`src/rtl/uart_wb_bridge.sv`:
```
// uart_wb_bridge: UART 8N1 host to Wishbone single-word debug bridge; define UART_WB_BRIDGE_TIMEOUT_EN for a bus watchdog
module uart_wb_bridge #(
  parameter int CLK_DIV        = 208,
  parameter int TIMEOUT_CYCLES = 1024
) (
  input  logic        clock,
  input  logic        reset,
  input  logic        uart_rx,
  output logic        uart_tx,
  output logic [31:0] wbm_adr_o,
  output logic [31:0] wbm_dat_o,
  input  logic [31:0] wbm_dat_i,
  output logic [3:0]  wbm_sel_o,
  output logic        wbm_we_o,
  output logic        wbm_cyc_o,
  output logic        wbm_stb_o,
  input  logic        wbm_ack_i,
  input  logic        wbm_err_i,
  output logic        busy_o
);
  localparam int CW = $clog2(CLK_DIV);
  localparam logic [CW-1:0] FULL = CW'(CLK_DIV - 1);
  localparam logic [CW-1:0] HALF = CW'(CLK_DIV / 2 - 1);

  if (CLK_DIV < 4 || TIMEOUT_CYCLES < 1) begin : g_bad_cfg
    $error("uart_wb_bridge: CLK_DIV must be >= 4 and TIMEOUT_CYCLES >= 1");
  end

  typedef enum logic [2:0] {S_IDLE, S_ADDR, S_DATA, S_BUS, S_RESP} state_t;

  state_t        state_q, state_d;
  logic          we_q, we_d;
  logic [1:0]    cnt_q, cnt_d;
  logic [31:0]   adr_q, adr_d, dat_q, dat_d;
  logic [39:0]   resp_q, resp_d;
  logic [2:0]    left_q, left_d;
  logic [2:0]    rx_s_q;
  logic [3:0]    rx_bit_q;
  logic [CW-1:0] rx_cnt_q;
  logic [7:0]    rx_sh_q;
  logic [9:0]    tx_sh_q;
  logic [3:0]    tx_bits_q;
  logic [CW-1:0] tx_cnt_q;
  logic          rx_tick, rx_valid, tx_free, tx_load, to_hit;

  // rx_bit_q: 0 idle, 1 start, 2..9 data, 10 stop
  assign rx_tick  = rx_cnt_q == (rx_bit_q == 4'd1 ? HALF : FULL);
  assign rx_valid = rx_bit_q == 4'd10 && rx_tick && rx_s_q[1];

  always_ff @(posedge clock) begin
    if (reset) begin
      rx_s_q   <= 3'b111;
      rx_bit_q <= '0;
      rx_cnt_q <= '0;
      rx_sh_q  <= '0;
    end else begin
      rx_s_q <= {rx_s_q[1:0], uart_rx};
      if (rx_bit_q == 4'd0) begin
        rx_cnt_q <= '0;
        if (rx_s_q[2] && !rx_s_q[1]) rx_bit_q <= 4'd1;
      end else if (!rx_tick) begin
        rx_cnt_q <= rx_cnt_q + 1'b1;
      end else begin
        rx_cnt_q <= '0;
        if (rx_bit_q == 4'd1) rx_bit_q <= rx_s_q[1] ? 4'd0 : 4'd2;
        else if (rx_bit_q == 4'd10) rx_bit_q <= 4'd0;
        else begin
          rx_sh_q  <= {rx_s_q[1], rx_sh_q[7:1]};
          rx_bit_q <= rx_bit_q + 4'd1;
        end
      end
    end
  end

  // a new byte may load during the last stop-bit cycle so responses run back-to-back
  assign tx_free = tx_bits_q == 4'd0 || (tx_bits_q == 4'd1 && tx_cnt_q == FULL);
  assign tx_load = state_q == S_RESP && left_q != 3'd0 && tx_free;
  assign uart_tx = (tx_bits_q == 4'd0) | tx_sh_q[0];

  always_ff @(posedge clock) begin
    if (reset) begin
      tx_sh_q   <= '1;
      tx_bits_q <= '0;
      tx_cnt_q  <= '0;
    end else if (tx_load) begin
      tx_sh_q   <= {1'b1, resp_q[39:32], 1'b0};
      tx_bits_q <= 4'd10;
      tx_cnt_q  <= '0;
    end else if (tx_bits_q != 4'd0) begin
      tx_cnt_q <= tx_cnt_q == FULL ? '0 : tx_cnt_q + 1'b1;
      if (tx_cnt_q == FULL) begin
        tx_sh_q   <= {1'b1, tx_sh_q[9:1]};
        tx_bits_q <= tx_bits_q - 4'd1;
      end
    end
  end

`ifdef UART_WB_BRIDGE_TIMEOUT_EN
  localparam int TW = $clog2(TIMEOUT_CYCLES + 1);
  logic [TW-1:0] to_q;
  always_ff @(posedge clock) to_q <= (reset || state_q != S_BUS) ? '0 : to_q + 1'b1;
  assign to_hit = to_q == TW'(TIMEOUT_CYCLES - 1);
`else
  assign to_hit = 1'b0;
`endif

  always_comb begin
    state_d = state_q;
    we_d    = we_q;
    cnt_d   = cnt_q;
    adr_d   = adr_q;
    dat_d   = dat_q;
    resp_d  = resp_q;
    left_d  = left_q;
    case (state_q)
      S_IDLE: if (rx_valid && (rx_sh_q == 8'h77 || rx_sh_q == 8'h72)) begin
        state_d = S_ADDR;
        we_d    = rx_sh_q == 8'h77;
      end
      S_ADDR: if (rx_valid) begin
        adr_d = {adr_q[23:0], rx_sh_q};
        cnt_d = cnt_q + 2'd1;
        if (cnt_q == 2'd3) state_d = we_q ? S_DATA : S_BUS;
      end
      S_DATA: if (rx_valid) begin
        dat_d = {dat_q[23:0], rx_sh_q};
        cnt_d = cnt_q + 2'd1;
        if (cnt_q == 2'd3) state_d = S_BUS;
      end
      S_BUS: if (wbm_err_i || (to_hit && !wbm_ack_i)) begin
        state_d = S_RESP;
        resp_d  = {8'h45, 32'h0};
        left_d  = 3'd1;
      end else if (wbm_ack_i) begin
        state_d = S_RESP;
        resp_d  = {8'h4B, wbm_dat_i};
        left_d  = we_q ? 3'd1 : 3'd5;
      end
      S_RESP: begin
        if (tx_load) begin
          resp_d = {resp_q[31:0], 8'h00};
          left_d = left_q - 3'd1;
        end
        if (left_q == 3'd0 && tx_bits_q == 4'd0) state_d = S_IDLE;
      end
      default: state_d = S_IDLE;
    endcase
  end

  always_ff @(posedge clock) begin
    if (reset) begin
      state_q <= S_IDLE;
      we_q    <= 1'b0;
      cnt_q   <= '0;
      adr_q   <= '0;
      dat_q   <= '0;
      resp_q  <= '0;
      left_q  <= '0;
    end else begin
      state_q <= state_d;
      we_q    <= we_d;
      cnt_q   <= cnt_d;
      adr_q   <= adr_d;
      dat_q   <= dat_d;
      resp_q  <= resp_d;
      left_q  <= left_d;
    end
  end

  assign wbm_cyc_o = state_q == S_BUS;
  assign wbm_stb_o = wbm_cyc_o;
  assign wbm_we_o  = wbm_cyc_o & we_q;
  assign wbm_sel_o = {4{wbm_cyc_o}};
  assign wbm_adr_o = adr_q;
  assign wbm_dat_o = dat_q;
  assign busy_o    = state_q != S_IDLE;
endmodule
```
`config.mk`:
```
export PLATFORM = sky130hd
export DESIGN_NAME = uart_wb_bridge
export DESIGN_NICKNAME = d
export VERILOG_FILES = /design/src/rtl/uart_wb_bridge.sv
export SDC_FILE = /design/constraint.sdc
export NUM_CORES = 1
export LEC_CHECK = 0
export CAP_MARGIN = 20
export CORE_ASPECT_RATIO = 1.5
export CORE_MARGIN = 2
export CORE_UTILIZATION = 45
export CTS_BUF_LIST = sky130_fd_sc_hd__clkbuf_4
export DETAILED_ROUTE_END_ITERATION = 8
export PLACE_DENSITY = 0.69
export SLEW_MARGIN = 20
export SYNTH_ARGS = -nofsm -noshare
export SYNTH_HDL_FRONTEND = slang
export SYNTH_SLANG_ARGS = --single-unit
```
`constraint.sdc`:
```
create_clock -name clock -period 2.55 [get_ports clock]
set_clock_uncertainty 0.15 [all_clocks]
set_input_delay 0.6375 -clock clock [delete_from_list [all_inputs] [get_ports clock]]
set_output_delay 0.6375 -clock clock [all_outputs]
set_load 0.01 [all_outputs]
```
==> summary.txt, run 1 <==
Routing
  • Routed Antenna Nets: 0
  • 1st-iter DRT viols: 205
  • DR vias/cell: 5.223
  • DR pass1 iterations: 5
  • Wire length per cell: 13.30 um
  • Routed via count: 5709
  • Wirelength, routed: 14.54 mm
  • DRC viols: 0

Clocking
  • Root Buffer Master: clkbuf_4
  • Hold buffer count at cts: 0
  • Latest clock arrival within the worst-skew pair: 0.54 ns
  • CTS H-Tree Depth: 4
  • Num Clock Sinks: 157
  • CTS tree: built
  • Clock transition at the registers of the reported paths: 0.13 ns
  • Max Root-Sink Buffers: 2
  • TritonCTS buffer count: 17

Synthesis
  • Post-Synthesis Cells: 797
  • Avg Inst Size Synth: 8.168 um^2
  • Synthesized area: 6510 um^2
  • Asr flop ratio synth: 0%
  • Ranking of synthesized cells by area: dfxtp_1, nand2_1, a21oi_1
  • Largest family of logic cells by synthesized area: simple AND/OR/NAND/NOR gates
  • Syn_nets: 841
  • Area leader, netlist: dfxtp_1
  • Simple-gate share of the synthesized area: 24.06%
  • Post-synth top flop: dfxtp_1
  • Yosys reg bits: 157
  • Mux share of post-synthesis cell area: 2.114%
  • Synth Warn #: 0
  • Distinct cells, synth: 59
  • Post-synth EDFFs: 0
  • Synth Area in Adders: 1.345%
  • Yosys top cell area share: 48.28%
  • Post-synthesis sequential area ratio: 48.28%
  • Post-Synth XOR/XNOR Area: 2.556%
  • Compound-Gate Fraction of Synth Area: 16.14%

Die
  • Die H: 151.3 um
  • Die area: 15460 um^2
  • DIE WIDTH: 102.2 um
  • Core Area: 14060 um^2
  • Initial Util: 46.31%
  • Num rows: 53
  • IO Pins: 110

Final layout
  • Final core utilization: 58.06%
  • Layout cell share with drive strength beyond 1: 9.222%
  • Area grow syn2layout: 25.39%
  • Most frequent cells in the layout: nand2_1, dfxtp_1, clkdlybuf4s50_1
  • Non-Filler Instances: 1093
  • Nets: 932
  • Most common cell after layout, fill and taps aside: nand2_1

Worst setup path
  • CP peak stage delay: 0.43 ns
  • Slowest-stage cell, CP: or3_1
  • Arrival time worst endpoint: 1.67 ns
  • Kind of critical path: reg -> out
  • Peak fanout along the critical path: 10
  • CP startpoint kind: flip-flop
  • CP cell instances: or3_1, dlygate4sd2_1
  • CP Data Required Time: 1.76 ns
  • Worst setup EP type: output pin

Power
  • Leakage: 2.828 nW
  • Tot Pwr: 0.004303 W
  • Worst IR Drop VDD: 277.6 uV
  • PD cells: 527.2 nW/um^2

STA
  • Final Critical Period: 2.459 ns
  • Peak Freq: 406.6 MHz
  • Slew @ Worst Pin: 0.4898 ns
  • Worst slew margin: 67.05%
  • Worst setup margin: 0.09053 ns
  • Max Transition Viols Final: 0
  • Total negative slack: 0 ns
  • Period utilization: 96.45%
  • Final setup viols: 0
  • Final hold vios: 0
  • RSZ-0062 raised after global routing: false

Placement
  • I/O Buffers: 109
  • Placed cell count: 1058
  • DP HPWL: 10.15 mm
  • Placer Congestion: 0.9341
  • DP Worst Slack: -0.1350 ns

Global routing
  • Global route total overflow: 0
  • Initial antenna violation count: 1
  • First-pass GRT wire length: 24.31 mm
  • Largest net degree at the start of global routing: 90
  • Number of global-route vias before repair: 5549
  • Total GRT Usage: 19.48%

Outcome
  • Run status: finished clean

Run
  • MaxCap Viol Count: 0

Hold path
  • Hold Path Class: reg -> reg
-- cells in the mapped netlist, drive strengths merged (2+ instances only) --
| cell | n |
|---|---|
| nand3b | 2 |
| a221oi | 2 |
| nor4 | 2 |
| ha | 7 |
| a21oi | 85 |
| mux2i | 11 |
| clkbuf | 30 |
| nor3b | 4 |
| or2 | 5 |
| xor2 | 9 |
| nand4 | 3 |
| and4b | 2 |
| inv | 13 |
| nand2b | 4 |
| o211ai | 2 |
| a31oi | 10 |
| nor2 | 62 |
| or3b | 3 |
| nor3 | 19 |
| buf | 35 |
| o21a | 2 |
| a311oi | 2 |
| nand2 | 183 |
| and2 | 2 |
| nand4b | 4 |
| xnor2 | 10 |
| and3b | 2 |
| and3 | 5 |
| nor2b | 2 |
| dfxtp | 157 |
| or3 | 4 |
| a211oi | 29 |
| o21ai | 32 |
| and4 | 3 |
| nand3 | 35 |
-- power by group --
part           switching, W  leakage [nW]  internal [W]
Clock              0.000922         0.154      0.000695
Sequential       0.00000827          1.27       0.00246
Combinational      0.000112          1.41      0.000106
Total               0.00104          2.83       0.00326
-- logic make-up after synthesis --
kind of cell	Yosys count
compound gates	176
xor+xnor	19
fa+ha+maj	7
mux	12
simple gates	347
buf+inv	79
flops	157
-- metal layers --
layer	wire, um	track usage, %	vias up
met1	6007	21.04	2648
met3	620	4.338	19
met2	7685	37.11	145
met5	0	0	-
li1	-	-	2897
met4	228	5.800	0
-- repair_timing --
| action | in CTS | in global routing |
|---|---|---|
| pin swaps | 0 | 1 |
| setup buffers | 0 | 3 |
| setup endpoints to repair | 9 | 1 |
| gates resized for setup | 18 | 5 |
-- cell type report --
type / count / area, um^2
clock buffers: 17 / 127.6
inverters: 14 / 52.55
flip-flops and latches: 157 / 3149
multi-input cells: 561 / 3042
diodes: 1 / 2.502
clock inverters: 14 / 183.9
well taps: 192 / 240.2
fillers: 1327 / 5896
repair buffers: 137 / 1365
-- critical path: cells and delay by family (launching register included) --
kind	cells	cell delay, ns
buffers and inverters	1	0.32
and+or+nand+nor	1	0.43
DFF	1	0.39
-- registers in the layout (all words and copies together) (netlist names) --
signal,flops
tx_bits_q,4
tx_sh_q,9
state_q,3
rx_bit_q,4
wbm_adr_o,32
resp_q,40
we_q,1
rx_s_q,3
wbm_dat_o,32
rx_cnt_q,8
left_q,3
rx_sh_q,8
cnt_q,2
tx_cnt_q,8
-- path summary, 6_finish.rpt --
| kind | endpoint | slack [ns] | from | cells after the start |
|---|---|---|---|---|
| worst max-delay path | busy_o | 0.09 | state_q[2]$_SDFFE_PP0P_ | 2 |
| worst max register to register | tx_sh_q[7]$_SDFFE_PP1P_ | 0.23 | tx_bits_q[0]$_SDFFE_PP0P_ | 9 |
| worst min register to register | rx_s_q[1]$_SDFF_PP1_ | 0.27 | rx_s_q[0]$_SDFF_PP1_ | 1 |
| worst min-delay path | rx_s_q[1]$_SDFF_PP1_ | 0.27 | rx_s_q[0]$_SDFF_PP1_ | 1 |
-- stage by stage --
step,hold slack (ns),cell area (um^2)
floorplan,0.2395,6510
global placement,0.2525,7806
detailed placement,0.2572,7806
CTS,0.2787,8125
global route,0.2954,8163
finish,0.2710,8163
Note: power is estimated with default switching activity, not from simulation.
==> inputs of run 2 (changes only) <==
clock period = 2.8 ns   (was 2.55 ns; I/O delays follow)
==> run 2 against run 1 <==
Against the previous run:
- count of clock-buffer cells in the layout unchanged
- final area fell by 1.9%
- combinational power is 15% lower
- sequential share of layout area grew 0.83 points
- sequential power shrank 8.5%
- non-clock buffer count shrank 11
- global-route usage is essentially flat
- setup slack better by 0.086 ns
- first-iteration DRC count rose by 45%
- clock power decreased by 19%
- via count shrank 0.72%
- register-to-register slack better by 0.19 ns
- highest routed layer unchanged
==> summary.txt, run 2 (synthesis results as in run 1) <==
Clocking
  • Max Root-Sink Buffers: 2 (unchanged)
  • CTS H-Tree Depth: 4 (unchanged)
  • Num Clock Sinks: 157 (unchanged)
  • Latest clock arrival within the worst-skew pair: 0.57 ns (+0.03 ns)
  • Root Buffer Master: clkbuf_4
  • Hold buffer count at cts: 0 (unchanged)
  • CTS tree: built
  • Clock transition at the registers of the reported paths: 0.14 ns (about the same)
  • TritonCTS buffer count: 17 (unchanged)

Global routing
  • Largest net degree at the start of global routing: 77 (-14%)
  • Total GRT Usage: 19.52% (+0.035 points)
  • Number of global-route vias before repair: 5428 (-2.2%)
  • Initial antenna violation count: 1 (unchanged)
  • First-pass GRT wire length: 24.34 mm (+0.12%)
  • Global route total overflow: 0 (unchanged)

STA
  • Peak Freq: 381.2 MHz
  • Period utilization: 93.68%
  • Worst setup margin: 0.1769 ns (+0.08636 ns)
  • Max Transition Viols Final: 0 (unchanged)
  • Slew @ Worst Pin: 0.5892 ns (+0.09940 ns)
  • Final Critical Period: 2.623 ns
  • Final hold vios: 0 (unchanged)
  • Hold slack final: 0.2811 ns (+0.01013 ns)
  • Worst slew margin: 60.60% (-6.5 points)
  • RSZ-0062 raised after global routing: false
  • Final setup viols: 0 (unchanged)

Routing
  • DRC viols: 0 (unchanged)
  • Routed via count: 5668 (-0.72%)
  • DR vias/cell: 5.234 (+0.20%)
  • Wire length per cell: 13.55 um (+1.8%)
  • Routed Antenna Nets: 0 (unchanged)
  • 1st-iter DRT viols: 298 (+45%)
  • Wirelength, routed: 14.67 mm (+0.90%)
  • DR pass1 iterations: 4 (-1)

Final layout
  • Nets: 921 (-1.2%)
  • Most frequent cells in the layout: nand2_1, dfxtp_1, clkdlybuf4s50_1
  • Largest reg by FF count: resp_q
  • Area grow syn2layout: 22.99%
  • Layout cell share with drive strength beyond 1: 7.865% (-1.4 points)
  • Max reg flops: 40 (unchanged)
  • Most common cell after layout, fill and taps aside: nand2_1

Power
  • Sequential share of power: 60.2% (+2.8 points)
  • Switching power total: 0.001020 W (-2.1%)
  • Comb pwr share: 4.9% (-0.2 points)
  • Sw frac: 27.19% (+3.0 points)
  • Worst IR Drop VDD: 246.3 uV (-11%)
  • Clk pwr share: 34.9% (-2.7 points)
  • Cell Int Power: 0.002732 W (-16%)
  • Tot Pwr: 0.003752 W (-13%)
  • PD cells: 468.6 nW/um^2 (-11%)
  • Leakage: 2.820 nW (-0.30%)

Die
  • Die area: 15460 um^2 (unchanged)
  • Num rows: 53 (unchanged)
  • Initial Util: 46.31% (unchanged)
  • Die H: 151.3 um (unchanged)
  • IO Pins: 110 (unchanged)
  • Core Area: 14060 um^2 (unchanged)
  • DIE WIDTH: 102.2 um (unchanged)

Placement
  • DP Worst Slack: -0.05611 ns (+0.07891 ns)
  • I/O Buffers: 109 (unchanged)
  • DP HPWL: 10.20 mm (+0.54%)
  • Placer Congestion: 0.8522 (-8.8%)

Run
  • MaxCap Viol Count: 0 (unchanged)

Worst setup path
  • CP startpoint kind: flip-flop
  • Peak fanout along the critical path: 4 (-6)
  • Arrival time worst endpoint: 1.77 ns (+0.10 ns)
  • Worst setup EP type: output pin
  • Reg-to-Reg Start: rx_bit_q[3]$_SDFFE_PP0P_
  • CP startpoint: tx_bits_q[1]$_SDFFE_PP0P_
  • Kind of critical path: reg -> out
  • CP Data Required Time: 1.95 ns (+0.19 ns)

Hold path
  • Hold Path Class: reg -> reg
  • Hold_sp: rx_s_q[0]$_SDFF_PP1_

Outcome
  • Run status: finished clean
## run 2: path summary, 6_finish.rpt
| check | to | slack (ns) | depth (start not counted) |
|---|---|---|---|
| worst min-delay path | rx_s_q[1]$_SDFF_PP1_ | 0.28 | 1 |
| worst min register to register | rx_s_q[1]$_SDFF_PP1_ | 0.28 | 1 |
| worst max-delay path | uart_tx | 0.18 | 5 |
| worst max register to register | wbm_adr_o[30]$_SDFFE_PP0P_ | 0.42 | 6 |
## run 2: area by class of cell
class,instances,area (um^2)
Timing Repair Buffer,126,1261
Tap cell,192,240.2
Multi-Input combinational cell,561,3022
Clock inverter,15,145.1
Sequential cell,157,3156
Inverter,14,52.55
Fill cell,1304,6052
Clock buffer,17,127.6
Antenna cell,1,2.502
## run 2: metal layers
| metal | vias to the layer above | part of all wire [%] | track usage, % |
|---|---|---|---|
| met3 | 18 | 4.0 | 4.107 |
| li1 | 2876 | - | - |
| met1 | 2634 | 41 | 21.54 |
| met4 | 0 | 1.5 | 7.333 |
| met2 | 140 | 53 | 36.05 |
| met5 | - | 0 | 0 |
## run 2: critical path: stages, from the launching register on
cell	delay, ns
dfxtp_1	0.35
inv_1	0.09
ha_2	0.20
or3b_1	0.37
nand2b_1	0.09
clkbuf_2	0.13
## run 2: power groups by stage
stage,registers (W),logic [W],clock network (W)
2_1_floorplan,0.00229,0.000113,0
3_3_place_gp,0.00230,0.000180,0
3_5_place_dp,0.00231,0.000186,0
4_1_cts,0.00226,0.000184,0.00135
5_1_grt,0.00226,0.000202,0.00145
6_report,0.00226,0.000186,0.00131
## run 2: through the flow
stage          cell area, um^2  utilization (%)  setup TNS, ns  instances
2_1_floorplan             6510                -              0        797
6_report                  8006            56.95              0       1083
5_1_grt                   8006            56.95              0       1083
3_5_place_dp              7709            54.83       -0.05611       1050
3_3_place_gp              7709            54.83              0       1050
4_1_cts                   7988            56.82              0       1082
## run 2: timing repair
action	in CTS	in global routing
buffers inserted	0	0
pin swaps	0	0
endpoints found under the setup margin	9	7
gates resized for setup	9	10
cloned	0	0
